$ cat src/rtl/iq_issue_ctrl_pkg.sv
// Shared constants for the issue queue: geometry, payload opcodes and the
// packed slot-word layout used by the control and payload halves.
package iq_issue_ctrl_pkg;

  localparam int IQ_DEPTH = 8;
  localparam int IQ_IW    = 3;
  localparam int IQ_NREG  = 32;
  localparam int IQ_RW    = 5;

  // Opcodes the payload storage decodes to choose rd or rs2 as its second register field.
  localparam logic [3:0] OP_ALU    = 4'h0;
  localparam logic [3:0] OP_ALUI   = 4'h1;
  localparam logic [3:0] OP_LOAD   = 4'h2;
  localparam logic [3:0] OP_STORE  = 4'h3;
  localparam logic [3:0] OP_BRANCH = 4'h4;

  localparam int SLOT_VALID_BIT = 0;
  localparam int SLOT_V1_BIT    = 1;
  localparam int SLOT_P1_BIT    = 2;
  localparam int SLOT_SRC1_LSB  = 3;
  localparam int SLOT_V2_BIT    = SLOT_SRC1_LSB + IQ_RW;
  localparam int SLOT_P2_BIT    = SLOT_V2_BIT + 1;
  localparam int SLOT_SRC2_LSB  = SLOT_P2_BIT + 1;
  localparam int SLOT_VDEST_BIT = SLOT_SRC2_LSB + IQ_RW;
  localparam int SLOT_DEST_LSB  = SLOT_VDEST_BIT + 1;
  localparam int SLOT_W         = SLOT_DEST_LSB + IQ_RW;

endpackage

$ cat src/rtl/iq_age_select.sv
// Oldest-ready picker: rotate the ready vector so head sits at bit 0,
// take the lowest set bit, then add head back to get the slot index.
module iq_age_select
  import iq_issue_ctrl_pkg::*;
#(
  parameter int DEPTH = IQ_DEPTH,
  parameter int IW    = IQ_IW
) (
  input  logic [DEPTH-1:0] ready,
  input  logic [IW-1:0]    head,
  output logic             any,
  output logic [IW-1:0]    sel
);

  logic [DEPTH-1:0] rot;
  logic [IW-1:0]    off;

  always_comb begin
    rot = '0;
    for (int k = 0; k < DEPTH; k++) begin
      rot[k] = ready[head + IW'(k)];
    end
    off = '0;
    for (int k = DEPTH - 1; k >= 0; k--) begin
      if (rot[k]) off = IW'(k);
    end
    any = |rot;
    sel = head + off;
  end

endmodule

$ cat src/rtl/iq_issue_ctrl.sv
// Issue-queue control: slot allocation, register busy table, source wakeup
// and oldest-ready selection; the payload storage follows alloc_slot/issue_slot.
module iq_issue_ctrl
  import iq_issue_ctrl_pkg::*;
#(
  parameter int DEPTH = IQ_DEPTH,
  parameter int IW    = IQ_IW,
  parameter int NREG  = IQ_NREG,
  parameter int RW    = IQ_RW
) (
  input  logic          clk,
  input  logic          rst,
  input  logic          flush,
  input  logic          d_valid,
  input  logic          d_v1,
  input  logic [RW-1:0] d_src1,
  input  logic          d_v2,
  input  logic [RW-1:0] d_src2,
  input  logic          d_vdest,
  input  logic [RW-1:0] d_dest,
  output logic          d_ready,
  output logic [IW-1:0] alloc_slot,
  input  logic          wb_valid,
  input  logic [RW-1:0] wb_dest,
  input  logic          e_stall,
  output logic          issue_valid,
  output logic [IW-1:0] issue_slot,
  output logic          cheio,
  output logic          vazio
);

  logic [IW-1:0]    head, tail;
  logic [DEPTH-1:0] valid;
  logic [DEPTH-1:0] v1, p1, v2, p2;
  logic [RW-1:0]    src1 [DEPTH];
  logic [RW-1:0]    src2 [DEPTH];
  logic [NREG-1:0]  busy;

  logic [DEPTH-1:0] ready;
  logic             any;
  logic [IW-1:0]    sel;
  logic             dispatch, do_issue, wb_hit, set_dest;
  logic             d_p1, d_p2;

  // A dispatching source is pending only if its register is busy and not
  // being written back in this very cycle; r0 is hard-wired ready.
  function automatic logic src_pending(input logic used, input logic [RW-1:0] src,
                                       input logic [NREG-1:0] bt, input logic wbv,
                                       input logic [RW-1:0] wbd);
    return used && bt[src] && !(wbv && (wbd == src)) && (src != '0);
  endfunction

  assign cheio      = (head == tail) && valid[head];
  assign vazio      = ~|valid;
  assign d_ready    = !cheio && !flush;
  assign alloc_slot = tail;

  assign dispatch = d_valid && d_ready;
  assign wb_hit   = wb_valid && (wb_dest != '0);
  assign set_dest = dispatch && d_vdest && (d_dest != '0);
  assign d_p1     = src_pending(d_v1, d_src1, busy, wb_valid, wb_dest);
  assign d_p2     = src_pending(d_v2, d_src2, busy, wb_valid, wb_dest);

  assign ready    = valid & ~(v1 & p1) & ~(v2 & p2);
  assign do_issue = any && !e_stall && !flush;

  iq_age_select #(.DEPTH(DEPTH), .IW(IW)) u_age_select (
    .ready (ready),
    .head  (head),
    .any   (any),
    .sel   (sel)
  );

  // Control state: pointers, valid bits, busy table and the issue register.
  always_ff @(posedge clk) begin
    if (rst || flush) begin
      head        <= '0;
      tail        <= '0;
      valid       <= '0;
      busy        <= '0;
      issue_valid <= 1'b0;
      issue_slot  <= '0;
    end else begin
      issue_valid <= do_issue;
      if (do_issue) begin
        issue_slot <= sel;
        valid[sel] <= 1'b0;
      end
      if (dispatch) begin
        valid[tail] <= 1'b1;
        tail        <= tail + IW'(1);
      end
      if (!valid[head] && (head != tail)) head <= head + IW'(1);
      if (wb_hit) busy[wb_dest] <= 1'b0;
      if (set_dest) busy[d_dest] <= 1'b1;
    end
  end

  // Per-slot source tags and pending bits; only meaningful while valid is set.
  always_ff @(posedge clk) begin
    for (int i = 0; i < DEPTH; i++) begin
      if (wb_hit && (src1[i] == wb_dest)) p1[i] <= 1'b0;
      if (wb_hit && (src2[i] == wb_dest)) p2[i] <= 1'b0;
    end
    if (dispatch) begin
      v1[tail]   <= d_v1;
      p1[tail]   <= d_p1;
      src1[tail] <= d_src1;
      v2[tail]   <= d_v2;
      p2[tail]   <= d_p2;
      src2[tail] <= d_src2;
    end
  end

endmodule

$ cat config.mk
export PLATFORM = sky130hd
export DESIGN_NAME = iq_issue_ctrl
export DESIGN_NICKNAME = d
export VERILOG_FILES = /design/src/rtl/iq_issue_ctrl_pkg.sv /design/src/rtl/iq_age_select.sv /design/src/rtl/iq_issue_ctrl.sv
export SDC_FILE = /design/constraint.sdc
export NUM_CORES = 1
export LEC_CHECK = 0
export BUFFER_PORTS_ARGS = -buffer_cell sky130_fd_sc_hd__buf_2
export CAP_MARGIN = 20
export CORE_MARGIN = 2
export CORE_UTILIZATION = 30
export CTS_BUF_LIST = sky130_fd_sc_hd__clkbuf_2 sky130_fd_sc_hd__clkbuf_4 sky130_fd_sc_hd__clkbuf_8
export DETAILED_ROUTE_END_ITERATION = 8
export HOLD_SLACK_MARGIN = 0.02
export PLACE_DENSITY = 0.44
export REMOVE_ABC_BUFFERS = 1
export SYNTH_ARGS = -nofsm -noshare
export SYNTH_HDL_FRONTEND = slang
export SYNTH_SLANG_ARGS = --single-unit
$ cat constraint.sdc
create_clock -name clk -period 10 [get_ports clk]
set_input_delay 0 -clock clk [delete_from_list [all_inputs] [get_ports clk]]
set_output_delay 0 -clock clk [all_outputs]
set_load 0.005 [all_outputs]
==> results of run 1 <==
## cell families (layout without fill, tap and decap cells)
family | count (synthesis) | after routing | share of synthesized area (%)
fa+ha+maj | 5 | 5 | 0.859
buf+inv | 51 | 116 | 2.61
mux | 49 | 49 | 10.0
compound gates | 146 | 146 | 11.5
xor+xnor | 98 | 98 | 10.5
flops | 161 | 161 | 51.3
simple gates | 209 | 209 | 13.2
## flip-flops by register name (all words and copies together), names as in the netlist
signal,cells
alloc_slot,3
busy,31
head,3
issue_slot,3
issue_valid,1
p1,8
p2,8
src1,40
src2,40
v1,8
v2,8
valid,8
## critical path: cells and delay by family (launching register included)
family,cells,cell delay [ps]
AOI/OAI and AO/OA,5,1040
DFF,1,840
muxes,1,590
and+or+nand+nor,3,600
buffers and inverters,3,1080
adders and majority gates,2,1200
## worst paths after layout
path                  start             to  slack (ps)  cells after the start
setup / recovery    head[0]  issue_slot[2]        4580                     14
hold / removal    d_src1[0]     src1[3][0]          50                      1
hold reg to reg       p2[1]          p2[1]         490                      2
setup reg to reg    head[0]  issue_slot[2]        4580                     14
## cell usage in the layout (no fill, tap or decap), types with 7 or more instances in the layout
cell,synthesis,routed
a21oi_1,37,37
a22o_1,8,8
and2_1,8,8
buf_2,8,38
buf_4,1,8
clkbuf_8,0,17
dfxtp_1,65,65
dlygate4sd3_1,0,25
edfxtp_1,96,96
inv_1,10,10
mux2i_1,20,20
mux4_2,26,26
nand2_1,63,63
nand2b_1,15,15
nand3_1,31,31
nand3b_1,7,7
nor2_1,28,28
nor3_1,11,11
nor4_1,13,13
o21ai_0,51,51
o22ai_1,10,10
o41ai_1,8,8
xnor2_1,46,46
xor2_1,52,52
## metal layers
metal / global-route usage, % / vias to the layer above / wire [um]
li1: - / 2757 / -
met1: 21.2 / 2972 / 10300
met2: 29.1 / 130 / 11500
met3: 2.74 / 26 / 924
met4: 5.17 / 0 / 405
met5: 0 / - / 0
## power by group
| group | total, uW | switching (uW) | internal (uW) |
|---|---|---|---|
| Combinational | 111 | 71.6 | 39.4 |
| Clock | 514 | 260 | 253 |
| Sequential | 711 | 4.34 | 707 |
| Total | 1340 | 336 | 999 |
## synth_stat cells, types with 4 or more instances
master and n:
nor4_1 13, edfxtp_1 96, nor3b_1 4, nand2_1 63
or4_1 4, a22o_1 8, mux4_2 26, o41ai_1 8
o21ai_0 51, nand3b_1 7, nand3_1 31, clkbuf_1 19
buf_2 8, mux2i_1 20, xor2_1 52, ha_1 4
nor2b_1 5, buf_1 9, nor2_1 28, nor3_1 11
dfxtp_1 65, and2_1 8, nand2b_1 15, o22ai_1 10
a22oi_1 6, a21oi_1 37, inv_1 10, xnor2_1 46
## stage by stage
stage / total power, uW / setup slack (ps) / instances
after floorplan: 777 / 5890 / 681
after global placement: 832 / 5200 / 1068
after detailed placement: 833 / 5070 / 1068
after CTS: 1350 / 4560 / 1125
after global routing: 1390 / 4160 / 1125
final: 1340 / 4580 / 1125
## area by class of cell
class,count,area [sq um],area share [%]
sequential,161,4180,44.7
tap,341,427,4.56
inverter,13,48.8,0.521
multi-input combinational,507,3780,40.4
clock inverter,14,180,1.93
timing repair buffer,71,500,5.35
clock buffer,18,241,2.58
==> metrics.cfg, run 1 <==
[yosys]
synth-edff-count=96
ys.flop_type=edfxtp_1
yosysUniqueCellTypes=63
avgSynthCellArea_sq_um=11.3
ys_warn_count=0
synth_top_cell_area_share_pct=35.3
synth-async-reset-ratio_pct=0
yosys.area.top_type=edfxtp_1
seq_area_frac_synth_pct=51.3
syn_inst=719
syn_area_sq_um=8160
ys_ff_latch=161
synth_area_leaders=edfxtp_1 35%, dfxtp_1 16%, mux4_2 7.2%

[drt]
drc=0
wl_per_cell_um=20.6
ant_nets=0
first_pass_iters=5
vias=5885
drt_iter0_drc=390
wl_um=23200
via_per_inst=5.23

[cts]
numCtsBuffers=17
clock_latency_ps=470
ctsHoldBuffers=25
cts.clk_slew.worst_paths_ps=100
root_buffer=clkbuf_8
cts_tree=built
cts_sinks=161
cts-htree-levels=4
cts_resized=0
cts_max_path_buffers=2
cts_setup_buffers=0

[sta]
timing.fmax_mhz=184
finClkSkew_ps=14.9
drv_slew=0
period_share_pct=54.2
rsz0062_at_grt=no
tightest_slew_ps=1040
finalSetupViolCount=0
fin_setup_tns_ps=0
hold_slack_ps=53.3
final.min_clock_period_ps=5420
slew_headroom_pct=30.5
hold_viol=0

[cells_and_area]
final_core_util_pct=34.9
syn_to_final_growth_pct=14.7
drive_gt1_share_pct=16.2
fin_nets=805
n_antenna_cell=0
fillers=2604
design_area_sq_um=9360

[power_and_ir_drop]
p_leak_uw=0.00305
ir_drop_uv=55.9
powerDensity_nw_per_um2=143

[worst_setup_path]
cpMaxStageDelayCell=dfxtp_1
cp.required_ps=10410
worstSetupEndpointType=flop
cpMostUsedCell=o21ai_0
startpoint_type=flop
cp_cell_sequence=inv_1 -> ha_1 -> mux4_2 -> or3b_1 -> nand2_1 -> nor2_1 -> o21ai_0 -> o21ai_0 -> fa_1 -> inv_1 -> o21ai_0 -> o32ai_2 -> a32o_1 -> dlygate4sd3_1
worstSetupPathType=flop to flop
path_max_fanout=19
worstPathArrival_ps=5830
cpPeakStageDelay_ps=840

[die]
io_pins=39
rows=60
dieArea_sq_um=28500
die_h_um=169
core_sq_um=26800
die_w_um=169
initial_core_util_pct=30.4

[placement]
port_buffers=38
place_area_sq_um=8690
place_hpwl_um=15600
gp_congestion=0.840

[global_route]
grt_pass1_wl_um=35600
grt_pass1_vias=5957
grt_usage_pct=16.7
grt_overflow=0
grt_max_degree=42
antenna_found_initial=0

[worst_hold_path]
holdCritPathClass=input pin to flop

[flow_run]
drv_cap=0

[status]
outcome=finished, final reports clean

Power figures use the tool's default switching activity.
==> run 2: changes to the inputs <==
==> constraint.sdc (replaced) <==
create_clock -name clk -period 5.2 [get_ports clk]
set_input_delay 0 -clock clk [delete_from_list [all_inputs] [get_ports clk]]
set_output_delay 0 -clock clk [all_outputs]
set_load 0.005 [all_outputs]
==> run 2 against run 1 <==
  * Sequential power is 93% higher
  * Largest cell class unchanged
  * Clock power is 77% higher
  * First-iteration DRC count is 2.8% lower
  * Critical path depth is 2 lower
  * Power is 87% higher
  * Wire length is 0.47% lower
  * Worst setup slack worse by 3900 ps
  * Maximum frequency is 20% higher
==> metrics.cfg, run 2 (synthesis results as in run 1) <==
[status]
outcome=finished, final reports clean

[die]
initial_core_util_pct=30.4
rows=60
die_h_um=169
dieArea_sq_um=28500
io_pins=39
die_w_um=169
core_sq_um=26800

[cells_and_area]
fin_nets=806
final_cell_mix=96 x edfxtp_1, 64 x dfxtp_1, 63 x nand2_1, 52 x xor2_1, 51 x o21ai_0
drive_gt1_share_pct=16.9
reg.largest.list=src1 x40, src2 x40, busy x31
syn_to_final_growth_pct=14.3
final_core_util_pct=34.8
n_antenna_cell=0
layout_commonest_cell=edfxtp_1

[sta]
final.min_clock_period_ps=4530
finalSetupViolCount=0
hold_viol=0
fin_setup_tns_ps=0
hold_slack_ps=54.1
slew_headroom_pct=32.1
tightest_slew_ps=1020
drv_slew=0
period_share_pct=87.2
setup_slack_ps=665
rsz0062_at_grt=no
timing.fmax_mhz=221
finClkSkew_ps=13.2

[cts]
cts_max_path_buffers=2
cts-htree-levels=4
cts_sinks=161
cts.clk_slew.worst_paths_ps=90
numCtsBuffers=17
cts_tree=built
clock_latency_ps=450
root_buffer=clkbuf_8

[placement]
port_buffers=38
pre_cts_ws_ps=815
gp_congestion=0.880
place_hpwl_um=15500

[worst_setup_path]
worstSetupPathType=flop to flop
r2r_end=valid[4]
r2r_slack_ps=670
cp.required_ps=5530
r2r_cells=12
path_max_fanout=16
rr_startpoint=head[1]
worstPathArrival_ps=4870
startpoint_type=flop
worstSetupEndpointType=flop

[global_route]
grt_max_degree=42
grt_pass1_wl_um=35500
antenna_found_initial=0
grt_pass1_vias=6031
grt_usage_pct=16.5
grt_overflow=0

[drt]
drt_iter0_drc=379
wl_um=23100
first_pass_iters=5
drc=0
vias=5955
wl_per_cell_um=20.5
ant_nets=0
via_per_inst=5.29

[power_and_ir_drop]
p_leak_uw=0.00304
ir_drop_uv=138
powerDensity_nw_per_um2=268
total_power_uw=2490

[worst_hold_path]
holdCritPathClass=input pin to flop
whs_endpoint=valid[2]
min_path_cells=3
min_from=flush

[flow_run]
drv_cap=0

## run 2: metrics by stage
step | area, sq um | instances
after global placement | 8720 | 1072
after global routing | 9320 | 1126
final | 9320 | 1126
after floorplan | 8000 | 681
after detailed placement | 8720 | 1072
after CTS | 9320 | 1126
## run 2: final cells by class
cell class,instances,area [sq um]
fillers,2652,17500
flip-flops and latches,161,4190
multi-input cells,507,3780
repair buffers,72,500
well taps,341,427
clock buffers,17,234
clock inverters,15,151
inverters,13,48.8
## run 2: metal layers
metal  global-route usage (%)  wire length [um]  vias to the layer above
met1                     20.9             10100                     3029
met5                        0                 0                        -
met3                     3.13               857                       29
met2                     28.8             11600                      139
li1                         -                 -                     2758
met4                     4.61               462                        0
## run 2: where the power goes
part / switching [uW] / internal (uW)
sequential: 6.71 / 1360
combinational: 141 / 76.7
clock: 517 / 394
## run 2: worst max path at each step
stage / start / to / slack (ps)
4_1_cts: head[1] / valid[0] / 430
5_1_grt: head[1] / valid[4] / 290
3_5_place_dp: head[1] / valid[6] / 820
2_1_floorplan: head[0] / valid[4] / 1090
6_report: head[1] / valid[4] / 670
3_3_place_gp: head[1] / valid[4] / 930
## run 2: what timing repair did
| item | CTS | global route |
|---|---|---|
| hold endpoints to repair | 106 | 0 |
| setup endpoints to repair | 0 | 2 |
| hold buffers | 22 | 0 |
| setup buffers | 0 | 0 |
| gates resized for setup | 0 | 1 |
## run 2: critical path: stages, from the launching register on
cell and delay, ps:
dfxtp_2 540, inv_1 190, ha_1 590, mux4_2 590
or3b_1 400, nand2_1 100, nor2_1 80, o21ai_0 180
o21ai_0 130, fa_1 600, nor4_1 280, dlygate4sd3_1 620
a31oi_1 80
==> run 3: changes to the inputs <==
--- a/config.mk
+++ b/config.mk
@@ -7,12 +7,14 @@
 export LEC_CHECK = 0
 export BUFFER_PORTS_ARGS = -buffer_cell sky130_fd_sc_hd__buf_2
 export CAP_MARGIN = 20
+export CELL_PAD_IN_SITES_DETAIL_PLACEMENT = 0
+export CELL_PAD_IN_SITES_GLOBAL_PLACEMENT = 2
 export CORE_MARGIN = 2
 export CORE_UTILIZATION = 30
 export CTS_BUF_LIST = sky130_fd_sc_hd__clkbuf_2 sky130_fd_sc_hd__clkbuf_4 sky130_fd_sc_hd__clkbuf_8
 export DETAILED_ROUTE_END_ITERATION = 8
 export HOLD_SLACK_MARGIN = 0.02
-export PLACE_DENSITY = 0.44
+export PLACE_DENSITY = 0.59
 export REMOVE_ABC_BUFFERS = 1
 export SYNTH_ARGS = -nofsm -noshare
 export SYNTH_HDL_FRONTEND = slang
==> constraint.sdc (replaced) <==
create_clock -name clk -period 5.2 [get_ports clk]
set_input_delay 0 -clock clk [delete_from_list [all_inputs] [get_ports clk]]
set_output_delay 0 -clock clk [all_outputs]
set_load 0.05 [all_outputs]
==> run 3 against run 2 <==
  * Worst hold slack improved by 14 ps
  * Clock skew increased by 0.54 ps
  * Die area unchanged
  * First-iteration DRC count is 11% lower
  * Largest power group unchanged
  * Maximum frequency rose by 3.3%
  * Via count fell by 2.5%
  * Power up 4.1%
  * Wire length grew 1.4%
  * Sequential power about the same
  * Non-clock buffer count fell by 2
==> metrics.cfg, run 3 (synthesis results as in run 1) <==
[cts]
cts_sinks=161
cts-htree-levels=4
cts_tree=built
clock_latency_ps=460
numCtsBuffers=17
cts_resized=0
root_buffer=clkbuf_8
ctsHoldBuffers=22
cts_max_path_buffers=2
cts_setup_buffers=0
cts.clk_slew.worst_paths_ps=90

[worst_setup_path]
worstSetupEndpointType=flop
r2r_cells=13
startpoint_type=flop
worstPathArrival_ps=4710
cp.required_ps=5530
cpMostUsedCell=o21ai_0
cp_cell_sequence=inv_1 -> ha_1 -> mux4_2 -> or3b_1 -> nand2_1 -> nor2_1 -> o21ai_0 -> o21ai_0 -> fa_1 -> inv_1 -> o21ai_0 -> o32ai_2 -> a31oi_1
path_buf_inv=2
cpMaxStageDelayCell=dfxtp_1
r2r_slack_ps=810
path_max_fanout=16
worstSetupPathType=flop to flop
cpPeakStageDelay_ps=680
crit_family=adder cells
rr_startpoint=head[1]
r2r_end=valid[4]

[drt]
wl_per_cell_um=20.8
via_per_inst=5.16
first_pass_iters=5
ant_nets=0
drt_iter0_drc=336
drc=0
wl_um=23400
vias=5805

[placement]
gp_congestion=0.824
place_hpwl_um=15700
dp.cells=1070
place_area_sq_um=8700
port_buffers=38

[die]
die_w_um=169
rows=60
die_h_um=169
io_pins=39
core_sq_um=26800
dieArea_sq_um=28500
initial_core_util_pct=30.4

[cells_and_area]
drive_gt1_share_pct=16.6
fillers=2660
fin_nets=804
final_core_util_pct=34.9
reg.largest.list=src1 x40, src2 x40, busy x31
final_cell_mix=96 x edfxtp_1, 65 x dfxtp_1, 63 x nand2_1, 52 x xor2_1, 51 x o21ai_0
stdcell_count=1124
syn_to_final_growth_pct=14.7
layout_commonest_cell=edfxtp_1
n_antenna_cell=0
regArea_sq_um=4180
multi_input_area_sq_um=3780
design_area_sq_um=9360

[power_and_ir_drop]
powerDensity_nw_per_um2=278
p_leak_uw=0.00306
ir_drop_uv=160

[worst_hold_path]
whs_endpoint=src2[7][1]
min_from=d_src2[1]
holdCritPathClass=input pin to flop
min_path_cells=1

[flow_run]
drv_cap=0

[sta]
finalSetupViolCount=0
fin_setup_tns_ps=0
hold_viol=0
slew_headroom_pct=27.8
finClkSkew_ps=13.7
final.min_clock_period_ps=4390
hold_slack_ps=68.0
tightest_slew_ps=1080
period_share_pct=84.4
rsz0062_at_grt=no
drv_slew=0
timing.fmax_mhz=228

[global_route]
grt_max_degree=42
grt_pass1_wl_um=35600
grt_pass1_vias=5822
antenna_found_initial=0
grt_usage_pct=16.8
grt_overflow=0

[status]
outcome=finished, final reports clean

-- run 3: cell types whose count changed in the layout (fill, tap and decap cells not counted), moves of 2 or more --
| cell | change |
|---|---|
| inv_6 | -4 |
| buf_4 | -2 |
| inv_8 | -2 |
| clkbuf_4 | +2 |
| bufinv_16 | +3 |
-- run 3: layer usage --
metal	vias up	global-route usage, %	wire length, um	share of wire, %
met4	0	3.97	235	1.0
met5	-	0	0	0
met1	2929	22.9	11000	47
met2	111	28.1	11300	48
met3	15	2.71	816	3.5
li1	2750	-	-	-
-- run 3: final cells by class --
cell class              count  area share [%]
multi-input cells         507            40.4
well taps                 341            4.56
inverters                  13           0.521
clock inverters            13            2.01
flip-flops and latches    161            44.7
clock buffers              19            2.66
repair buffers             70            5.19
-- run 3: report_power, final --
group          switching, uW  leakage (uW)  internal, uW  total [uW]
Sequential              6.93       0.00139          1360        1370
Combinational            149       0.00145          75.4         225
Clock                    471      0.000213           535        1010
-- run 3: stage by stage --
stage	setup WS, ps	power (uW)
after floorplan	1090	1500
after global placement	875	1610
after detailed placement	788	1610
after CTS	780	2630
after global routing	410	2700
final	812	2600
-- run 3: worst max path at each step --
stage,startpoint,to,slack (ps),cells past startpoint
detailed placement,head[1],valid[4],790,13
floorplan,head[0],valid[4],1090,13
global route,head[1],valid[4],410,13
CTS,head[1],valid[4],780,13
finish,head[1],valid[4],810,13
global placement,head[1],valid[4],880,13
